$ cat config.mk
export PLATFORM = sky130hd
export DESIGN_NAME = execute_writeback_flat
export DESIGN_NICKNAME = d
export VERILOG_FILES = /design/src/rtl/execute_writeback_if.sv /design/src/rtl/execute_writeback.sv /design/src/flat_wrapper.sv
export SDC_FILE = /design/constraint.sdc
export NUM_CORES = 1
export LEC_CHECK = 0
export BUFFER_PORTS_ARGS = -buffer_cell sky130_fd_sc_hd__buf_2
export CAP_MARGIN = 25
export CORE_MARGIN = 1
export CORE_UTILIZATION = 25
export CTS_BUF_LIST = sky130_fd_sc_hd__clkbuf_16
export DETAILED_ROUTE_END_ITERATION = 8
export PLACE_DENSITY_LB_ADDON = 0.12
export RECOVER_POWER = 25
export SLEW_MARGIN = 20
export SYNTH_ARGS = -nofsm -noshare
export SYNTH_HDL_FRONTEND = slang
export SYNTH_SLANG_ARGS = --single-unit
$ cat constraint.sdc
create_clock -name iCLK -period 7.4 [get_ports iCLK]
set_input_delay 0.37 -clock iCLK [delete_from_list [all_inputs] [get_ports iCLK]]
set_output_delay 0.37 -clock iCLK [all_outputs]
set_load 0.01 [all_outputs]
$ cat src/rtl/execute_writeback_if.sv
// rtl/execute_writeback_if.sv - issue and writeback bus between register-allocate, execute and register file
interface execute_writeback_if #(
  parameter int DATA_W    = 8,
  parameter int REG_IDX_W = 2
);
  logic                 iVALID;
  logic                 oREADY;
  logic [2:0]           iOP;
  logic [REG_IDX_W-1:0] iDST_IDX;
  logic [DATA_W-1:0]    iSOURCE1_VAL;
  logic [DATA_W-1:0]    iSOURCE2_VAL;
  logic                 oWB_VALID;
  logic [REG_IDX_W-1:0] oNEXT_REG_IDX;
  logic [DATA_W-1:0]    oNEXT_REG_VAL;
  logic                 oBUSY;
`ifdef EXECUTE_WRITEBACK_FLAGS_EN
  logic                 oZERO;
  logic                 oCARRY;
`endif

  // Upstream issuer / writeback consumer side
  modport master (
    output iVALID, iOP, iDST_IDX, iSOURCE1_VAL, iSOURCE2_VAL,
    input  oREADY, oWB_VALID, oNEXT_REG_IDX, oNEXT_REG_VAL, oBUSY
`ifdef EXECUTE_WRITEBACK_FLAGS_EN
    , input oZERO, oCARRY
`endif
  );

  // Execute stage side
  modport slave (
    input  iVALID, iOP, iDST_IDX, iSOURCE1_VAL, iSOURCE2_VAL,
    output oREADY, oWB_VALID, oNEXT_REG_IDX, oNEXT_REG_VAL, oBUSY
`ifdef EXECUTE_WRITEBACK_FLAGS_EN
    , output oZERO, oCARRY
`endif
  );
endinterface

$ cat src/rtl/execute_writeback.sv
// rtl/execute_writeback.sv - execute/writeback stage: single-cycle ALU plus iterative MUL; optional flags via EXECUTE_WRITEBACK_FLAGS_EN
module execute_writeback #(
  parameter int DATA_W    = 8,
  parameter int REG_IDX_W = 2
) (
  input  logic               iCLK,
  input  logic               iRST,
  execute_writeback_if.slave bus
);

  localparam logic [2:0] OP_MOV = 3'd0;
  localparam logic [2:0] OP_ADD = 3'd1;
  localparam logic [2:0] OP_SUB = 3'd2;
  localparam logic [2:0] OP_AND = 3'd3;
  localparam logic [2:0] OP_OR  = 3'd4;
  localparam logic [2:0] OP_XOR = 3'd5;
  localparam logic [2:0] OP_MUL = 3'd6;
  localparam logic [2:0] OP_NOP = 3'd7;

  localparam int CNT_W = (DATA_W > 1) ? $clog2(DATA_W) : 1;
  localparam logic [CNT_W-1:0] CNT_LAST = CNT_W'(DATA_W - 1);
`ifdef EXECUTE_WRITEBACK_FLAGS_EN
  // Keep the full product so overflow into the upper half can be flagged
  localparam int ACC_W = 2 * DATA_W;
`else
  localparam int ACC_W = DATA_W;
`endif

  typedef enum logic {S_IDLE = 1'b0, S_MUL = 1'b1} state_t;

  state_t               state_q, state_d;
  logic [DATA_W-1:0]    mcand_q, mcand_d;
  logic [DATA_W-1:0]    mplier_q, mplier_d;
  logic [REG_IDX_W-1:0] mul_dst_q, mul_dst_d;
  logic [ACC_W-1:0]     acc_q, acc_d;
  logic [CNT_W-1:0]     cnt_q, cnt_d;
  logic                 wb_valid_q, wb_valid_d;
  logic [REG_IDX_W-1:0] wb_idx_q, wb_idx_d;
  logic [DATA_W-1:0]    wb_val_q, wb_val_d;
  logic [ACC_W-1:0]     acc_step;
  logic [DATA_W-1:0]    alu_val;
`ifdef EXECUTE_WRITEBACK_FLAGS_EN
  logic                 zero_q, zero_d;
  logic                 carry_q, carry_d;
  logic                 alu_carry;
`endif

  // Single-cycle ALU result for ops 0-5
  always_comb begin
    alu_val = '0;
`ifdef EXECUTE_WRITEBACK_FLAGS_EN
    alu_carry = 1'b0;
`endif
    case (bus.iOP)
      OP_MOV: alu_val = bus.iSOURCE2_VAL;
      OP_ADD: begin
`ifdef EXECUTE_WRITEBACK_FLAGS_EN
        {alu_carry, alu_val} = {1'b0, bus.iSOURCE1_VAL} + {1'b0, bus.iSOURCE2_VAL};
`else
        alu_val = bus.iSOURCE1_VAL + bus.iSOURCE2_VAL;
`endif
      end
      OP_SUB: begin
        alu_val = bus.iSOURCE1_VAL - bus.iSOURCE2_VAL;
`ifdef EXECUTE_WRITEBACK_FLAGS_EN
        alu_carry = (bus.iSOURCE1_VAL < bus.iSOURCE2_VAL);
`endif
      end
      OP_AND: alu_val = bus.iSOURCE1_VAL & bus.iSOURCE2_VAL;
      OP_OR:  alu_val = bus.iSOURCE1_VAL | bus.iSOURCE2_VAL;
      OP_XOR: alu_val = bus.iSOURCE1_VAL ^ bus.iSOURCE2_VAL;
      default: alu_val = '0;
    endcase
  end

  // One shift-add step: add the shifted multiplicand when the current multiplier bit is set
  always_comb begin
    acc_step = acc_q + (mplier_q[cnt_q] ? (ACC_W'(mcand_q) << cnt_q) : '0);
  end

  // Next-state logic for the FSM, multiply datapath and registered writeback outputs
  always_comb begin
    state_d    = state_q;
    mcand_d    = mcand_q;
    mplier_d   = mplier_q;
    mul_dst_d  = mul_dst_q;
    acc_d      = acc_q;
    cnt_d      = cnt_q;
    wb_valid_d = 1'b0;
    wb_idx_d   = wb_idx_q;
    wb_val_d   = wb_val_q;
`ifdef EXECUTE_WRITEBACK_FLAGS_EN
    zero_d     = zero_q;
    carry_d    = carry_q;
`endif
    case (state_q)
      S_IDLE: begin
        if (bus.iVALID) begin
          if (bus.iOP == OP_MUL) begin
            mcand_d   = bus.iSOURCE1_VAL;
            mplier_d  = bus.iSOURCE2_VAL;
            mul_dst_d = bus.iDST_IDX;
            acc_d     = '0;
            cnt_d     = '0;
            state_d   = S_MUL;
          end else if (bus.iOP != OP_NOP) begin
            wb_valid_d = 1'b1;
            wb_idx_d   = bus.iDST_IDX;
            wb_val_d   = alu_val;
`ifdef EXECUTE_WRITEBACK_FLAGS_EN
            zero_d     = (alu_val == '0);
            carry_d    = alu_carry;
`endif
          end
        end
      end
      S_MUL: begin
        acc_d = acc_step;
        cnt_d = cnt_q + 1'b1;
        if (cnt_q == CNT_LAST) begin
          state_d    = S_IDLE;
          wb_valid_d = 1'b1;
          wb_idx_d   = mul_dst_q;
          wb_val_d   = acc_step[DATA_W-1:0];
`ifdef EXECUTE_WRITEBACK_FLAGS_EN
          zero_d     = (acc_step[DATA_W-1:0] == '0);
          carry_d    = |acc_step[ACC_W-1:DATA_W];
`endif
        end
      end
      default: state_d = S_IDLE;
    endcase
  end

  // State and output registers; reset aborts any multiply in flight
  always_ff @(posedge iCLK or posedge iRST) begin
    if (iRST) begin
      state_q    <= S_IDLE;
      mcand_q    <= '0;
      mplier_q   <= '0;
      mul_dst_q  <= '0;
      acc_q      <= '0;
      cnt_q      <= '0;
      wb_valid_q <= 1'b0;
      wb_idx_q   <= '0;
      wb_val_q   <= '0;
`ifdef EXECUTE_WRITEBACK_FLAGS_EN
      zero_q     <= 1'b0;
      carry_q    <= 1'b0;
`endif
    end else begin
      state_q    <= state_d;
      mcand_q    <= mcand_d;
      mplier_q   <= mplier_d;
      mul_dst_q  <= mul_dst_d;
      acc_q      <= acc_d;
      cnt_q      <= cnt_d;
      wb_valid_q <= wb_valid_d;
      wb_idx_q   <= wb_idx_d;
      wb_val_q   <= wb_val_d;
`ifdef EXECUTE_WRITEBACK_FLAGS_EN
      zero_q     <= zero_d;
      carry_q    <= carry_d;
`endif
    end
  end

  assign bus.oREADY        = (state_q == S_IDLE);
  assign bus.oBUSY         = (state_q == S_MUL);
  assign bus.oWB_VALID     = wb_valid_q;
  assign bus.oNEXT_REG_IDX = wb_idx_q;
  assign bus.oNEXT_REG_VAL = wb_val_q;
`ifdef EXECUTE_WRITEBACK_FLAGS_EN
  assign bus.oZERO         = zero_q;
  assign bus.oCARRY        = carry_q;
`endif

endmodule

$ cat src/flat_wrapper.sv
// flat-port wrapper written by rule: the top's interface ports become plain ports
module execute_writeback_flat 
#(
  parameter int DATA_W    = 8,
  parameter int REG_IDX_W = 2
)
  (iCLK, iRST, bus_iVALID, bus_iOP, bus_iDST_IDX, bus_iSOURCE1_VAL, bus_iSOURCE2_VAL, bus_oREADY, bus_oWB_VALID, bus_oNEXT_REG_IDX, bus_oNEXT_REG_VAL, bus_oBUSY);
  execute_writeback_if #(.DATA_W(DATA_W), .REG_IDX_W(REG_IDX_W)) bus_i ();
  input  logic iCLK;
  input  logic iRST;
  input wire logic [$bits(bus_i.iVALID)-1:0] bus_iVALID;
  input wire logic [$bits(bus_i.iOP)-1:0] bus_iOP;
  input wire logic [$bits(bus_i.iDST_IDX)-1:0] bus_iDST_IDX;
  input wire logic [$bits(bus_i.iSOURCE1_VAL)-1:0] bus_iSOURCE1_VAL;
  input wire logic [$bits(bus_i.iSOURCE2_VAL)-1:0] bus_iSOURCE2_VAL;
  output wire logic [$bits(bus_i.oREADY)-1:0] bus_oREADY;
  output wire logic [$bits(bus_i.oWB_VALID)-1:0] bus_oWB_VALID;
  output wire logic [$bits(bus_i.oNEXT_REG_IDX)-1:0] bus_oNEXT_REG_IDX;
  output wire logic [$bits(bus_i.oNEXT_REG_VAL)-1:0] bus_oNEXT_REG_VAL;
  output wire logic [$bits(bus_i.oBUSY)-1:0] bus_oBUSY;
  assign bus_i.iVALID = bus_iVALID;
  assign bus_i.iOP = bus_iOP;
  assign bus_i.iDST_IDX = bus_iDST_IDX;
  assign bus_i.iSOURCE1_VAL = bus_iSOURCE1_VAL;
  assign bus_i.iSOURCE2_VAL = bus_iSOURCE2_VAL;
  assign bus_oREADY = bus_i.oREADY;
  assign bus_oWB_VALID = bus_i.oWB_VALID;
  assign bus_oNEXT_REG_IDX = bus_i.oNEXT_REG_IDX;
  assign bus_oNEXT_REG_VAL = bus_i.oNEXT_REG_VAL;
  assign bus_oBUSY = bus_i.oBUSY;
  execute_writeback #(.DATA_W(DATA_W), .REG_IDX_W(REG_IDX_W)) u_core (.iCLK(iCLK), .iRST(iRST), .bus(bus_i));
endmodule
* Word-level counts from Yosys, hierarchy flattened
Cells that the tools add are included.
** Storage, ports and cells
- Output and inout bits :: 13
- Register bits after elaboration :: 41
- Logic and storage cells :: 65
- Input port bits :: 24
** Cells by class
- $lt $le $gt $ge :: 1
- Bitwise gates (word level) :: 4
- Equal/unequal tests :: 13
- Add/subtract/negate cells :: 4
- Muxes and demuxes :: 29
- Reductions and logical operators :: 4
- Shift-type cells :: 1
** Operator list (count)
- 2-to-1 mux 8 bit :: 7
- case mux 8 bit (6 select lines) :: 1
- case mux 8 bit (2 select lines) :: 2
- adder 8 bit :: 2
- == test 3 bit, second input constant :: 4
- AND 8 bit :: 1
- 2-to-1 mux 1 bit :: 8
- 2-to-1 mux 2 bit :: 4
- bitwise OR 8 bit :: 1
- left shift 8 x 3 -> 8 bit :: 1
- subtractor 8 bit :: 1
- bitwise XOR 8 bit :: 1
- == test 3 x 2 -> 1 bit, second input constant :: 2
- 2-to-1 mux 3 bit :: 2
- inequality test 2 bit, second input constant :: 3
- case mux 3 bit (2 select lines) :: 1
- < comparator 3 x 4 -> 1 bit, second input constant :: 1
- inequality test 2 x 1 -> 1 bit, second input constant :: 2
- case mux 1 bit (2 select lines) :: 2
- case mux 2 bit (2 select lines) :: 1
- AND reduction 4 bit :: 1
- adder 3 x 1 -> 3 bit, second input constant :: 1
- binary-select mux 1 bit (select 3 bit) :: 1
- == test 3 x 1 -> 1 bit, second input constant :: 1
- other kinds (5) :: 5

* Depth between registers and ports, before layout
- Depth after elaboration :: 6
- Gate-level depth with buffers :: 13
- Gate-level depth less buffers :: 13

* Worst setup path after synthesis
No wires, ideal clock.
- Kind :: register to register
- Start point :: register u_core.cnt_q[0]
- End point :: register u_core.wb_val_q[6] (netlist: u_core.bus.oNEXT_REG_VAL[6])
- Data required time :: 7329 ps
- Clock period less this slack :: 2767 ps
- Cell stages (with the launch flop) :: 13
- Arrival :: 2696 ps
- Setup slack :: 4633 ps
- Path through :: dfrtp_1 > mux4_1 > nand2_1 > nor2_1 > ha_1 > fa_1 > a21o_1 > a21oi_1 > o21bai_1 > a21oi_1 > xnor2_1 > o22ai_1 > nor2_1
** On the way
- Longest elaborated chain between the ends :: 6
- Elaborated cells between the ends (all ways) :: 10
- Classes of those cells :: add/sub: 1; eq/ne: 2; shift: 1; mux: 5; reduce/logical: 1
** RTL lines
- from (decl) :: RTL line execute_writeback.sv:36 : logic [CNT_W-1:0] cnt_q, cnt_d;
- from (signal assigned) :: RTL line execute_writeback.sv:157 : cnt_q <= cnt_d;
- binary-select mux 1 bit (select 3 bit) :: RTL line execute_writeback.sv:78 : acc_step = acc_q + (mplier_q[cnt_q] ? (ACC_W'(mcand_q) << cnt_q) : '0);
- 2-to-1 mux 1 bit (not written as such) :: RTL line execute_writeback.sv:78
- 2-to-1 mux 8 bit :: RTL line execute_writeback.sv:78
- adder 8 bit :: RTL line execute_writeback.sv:78
- 2-to-1 mux 8 bit :: RTL line execute_writeback.sv:120 : if (cnt_q == CNT_LAST) begin
- case mux 8 bit (2 select lines) :: RTL line execute_writeback.sv:96 : case (state_q)
- to (signal assigned) :: RTL line execute_writeback.sv:160 : wb_val_q <= wb_val_d;
- to (decl) :: RTL line execute_writeback.sv:39 : logic [DATA_W-1:0] wb_val_q, wb_val_d;
Several ways; a longest one is shown, not always the timed one. The select of a mux whose other input is x is not followed.
A chain may end at the register's enable or synchronous reset.

* Final worst setup path
Ends and elaborated chain as after synthesis.

==> impl_metrics.yaml <==
sta:
  fin_crit_sh_pct: 47.26
  setup_viol: 0
  period_minus_slack_ps: 3498
  hold_viol: 0
  setup_slack_ps: 3902
  max_slew_margin_pct: -55.46
  setup_tns_ps: 0
  worstMarginPinSlew_ps: 2332
  max_freq_mhz: 285.9
  grt_setup_unrepaired: "false"
  clock_skew_ps: 6.858
  final_max_slew_viol_count: 42
global_route:
  grt_overflow: 0
  use_met3_pct: 1.987
  grtUsageMet2_pct: 21.59
  grt_start_max_net_pins: 42
  grt_use_met1_pct: 21.03
  grt_use_total_pct: 14.04
  grt_pass1_wl_um: 14160
  grt-busiest-layer: "met2"
  grt_pass1_vias: 2450
  antenna_found_initial: 0
worst_setup_path:
  critPathKind: "register to register"
  worstPathRequired_ps: 7570
  reg2reg_depth: 12
  crit_chain: "mux4_1 -> nand2_1 -> nor2_1 -> ha_1 -> fa_1 -> a21o_1 -> a21oi_1 -> o21bai_1 -> a21oi_1 -> xnor2_1 -> o22ai_1 -> nor2_1"
  cp-start-kind: "register"
  cp_max_fo: 14
  max_stage_delay_ps: 710
  crit_path_top_delay_cell: "dfrtp_1"
  critPathCaptureType: "register"
  worstPathArrival_ps: 3660
place:
  hpwlAfterDp_um: 6687
  preCtsSetupSlack_ps: 3892
  port_buffers: 36
  routabilityCongestion: 0.7766
pwr:
  finalPower_mw: 1.371
  power_density_nw_per_um2: 365.3
  power.leakage_nw: 1.728
  vdd_drop_max_mv: 0.1393
finish:
  diodes: 0
  regArea_um2: 1026
  layout_commonest_cell: "dfrtp_1"
  drive_gt1_share_pct: 18.82
  syn_to_final_growth_pct: 16.01
  nNetsFinal: 430
  multi_input_area_um2: 2037
  most-common-layout-cells: "dfrtp_1 (41), buf_2 (36), nor2_1 (35)"
  fillers: 1384
die:
  start_util_pct: 25.64
  dieArea_um2: 13400
  core_um2: 12620
  die_x_um: 115.8
  placementRows: 41
  boundaryPins: 37
  die_h_um: 115.8
yosys:
  postSynthCellCount: 341
  synth_async_sr_flop_share_pct: 100.0
  synth_area_um2: 3236
  synth_top_area_share_pct: 31.71
  synth_cell_types: 46
  synth_fp_nets: 400
  yosysWarnings: 0
  synth-main-ff-cell: "dfrtp_1"
  syn_avg_cell_area_um2: 9.489
  synth_edf_count: 0
  netlist_top_cells_area: "dfrtp_1 (32%), ha_1 (13%), mux2_2 (6.6%), mux4_1 (4.9%), nor2_1 (4.1%)"
  ys_seq_elements: 41
  ys_seq_area_share_pct: 31.71
  synth_top_area_cell: "dfrtp_1"
drt:
  drc_errors: 0
  drtPass1Iterations: 4
  drt-total-wl_um: 8782
  via_count: 2591
  drt_iter0_markers: 144
  antenna_left: 0
  wire_per_inst_um: 16.14
  via_per_inst: 4.763
clocking:
  tritoncts: "done"
  numClockSinks: 41
  htree_num_levels: 2
  clock_latency_ps: 290
  cts_root_buf: "clkbuf_16"
  postCtsSetupRepairBufs: 0
  cts_buffers: 5
  cts-resized-gates: 0
  clk_pin_slew_ps: 70
  cts_max_path_buffers: 2
  cts_hold_buf: 0
outcome:
  status: "complete, but fails checks"
  violations: "max-capacitance violations, max-slew violations"
job:
  drv_cap: 1
hold_path:
  holdPathStages: 2
  hold_class: "input port to register"
==> cell families (layout without fill, tap and decap cells) <==
logic type / after synthesis / count (layout) / synth area share, %
AOI/OAI and AO/OA: 87 / 87 / 17.32
adders and majority gates: 35 / 35 / 14.00
buffers and inverters: 38 / 69 / 5.529
xor gates and xnor gates: 17 / 17 / 4.602
DFF: 41 / 41 / 31.71
muxes: 32 / 32 / 14.04
and+or+nand+nor: 91 / 91 / 12.80
==> stage by stage <==
step | cells | utilization [%] | hold slack (ps) | cell area [um2]
after floorplan | 341 | - | 452.5 | 3236
after global placement | 535 | 28.10 | 477.0 | 3546
after detailed placement | 535 | 28.15 | 477.9 | 3552
after CTS | 543 | 29.68 | 251.6 | 3746
after global routing | 544 | 29.74 | 340.0 | 3754
final | 544 | 29.74 | 328.2 | 3754
==> layer usage <==
layer,wire (um),vias to the layer above,share of wire (%)
met5,0,-,0
met2,3915,56,45
li1,-,1284,-
met4,50,0,0.57
met1,4530,1246,52
met3,285,5,3.2
==> final timing paths <==
path | endpoint | slack (ps) | start
worst min-delay path | u_core.mul_dst_q[0] | 330 | bus_iDST_IDX[0]
min in group asynchronous | u_core.bus.oWB_VALID | 930 | iRST
worst max register to register | u_core.bus.oNEXT_REG_VAL[6] | 3900 | u_core.cnt_q[0]
max in group asynchronous | u_core.mplier_q[4] | 5120 | iRST
worst min register to register | u_core.acc_q[3] | 490 | u_core.acc_q[3]
worst max-delay path | u_core.bus.oNEXT_REG_VAL[6] | 3900 | u_core.cnt_q[0]
==> worst max-delay path, delay by kind of cell (launching register included) <==
family | cells | cell delay [ps]
compound gates | 5 | 930
flops | 1 | 710
mux | 1 | 700
fa+ha+maj | 2 | 600
simple gates | 3 | 310
xor+xnor | 1 | 110
==> layout make-up <==
type                    count  area share (%)
inverters                  23           2.300
clock buffers               5           3.333
flip-flops and latches     41           27.33
repair buffers             38           5.200
multi-input cells         262           54.27
clock inverters             3           1.833
well taps                 172           5.733
==> report_power, final <==
group	switching, mW	internal, mW
clock network	0.0969	0.195
logic	0.318	0.308
registers	0.122	0.332
==> flip-flops by register name, summed over array words and instances (netlist names) <==
| register | flops |
|---|---|
| u_core.bus.oNEXT_REG_VAL | 8 |
| u_core.mplier_q | 8 |
| u_core.cnt_q | 3 |
| u_core.bus.oNEXT_REG_IDX | 2 |
| u_core.acc_q | 8 |
| u_core.mcand_q | 8 |
| u_core.bus.oBUSY | 1 |
| u_core.bus.oWB_VALID | 1 |
| u_core.mul_dst_q | 2 |
==> synthesized netlist by cell type (2+ instances only) <==
| library cell | instances |
|---|---|
| dfrtp_1 | 41 |
| nor2_1 | 35 |
| ha_1 | 33 |
| nand2_1 | 30 |
| inv_1 | 22 |
| a21oi_1 | 20 |
| mux2_2 | 19 |
| o21ai_0 | 15 |
| xnor2_1 | 15 |
| a31oi_1 | 13 |
| a211oi_1 | 8 |
| a22o_1 | 6 |
| mux2i_1 | 6 |
| mux4_1 | 6 |
| nor2b_1 | 6 |
| nor3_1 | 5 |
| a21o_1 | 4 |
| buf_1 | 4 |
| nand3_1 | 4 |
| o22ai_1 | 4 |
| buf_4 | 3 |
| buf_6 | 3 |
| clkbuf_1 | 3 |
| o211ai_1 | 3 |
| o21bai_1 | 3 |
| a21boi_0 | 2 |
| a2bb2oi_1 | 2 |
| a41oi_1 | 2 |
| and3_1 | 2 |
| buf_2 | 2 |
| fa_1 | 2 |
| nand2b_1 | 2 |
| o21a_1 | 2 |
| xor2_1 | 2 |
(Power assumes the default switching activity.)
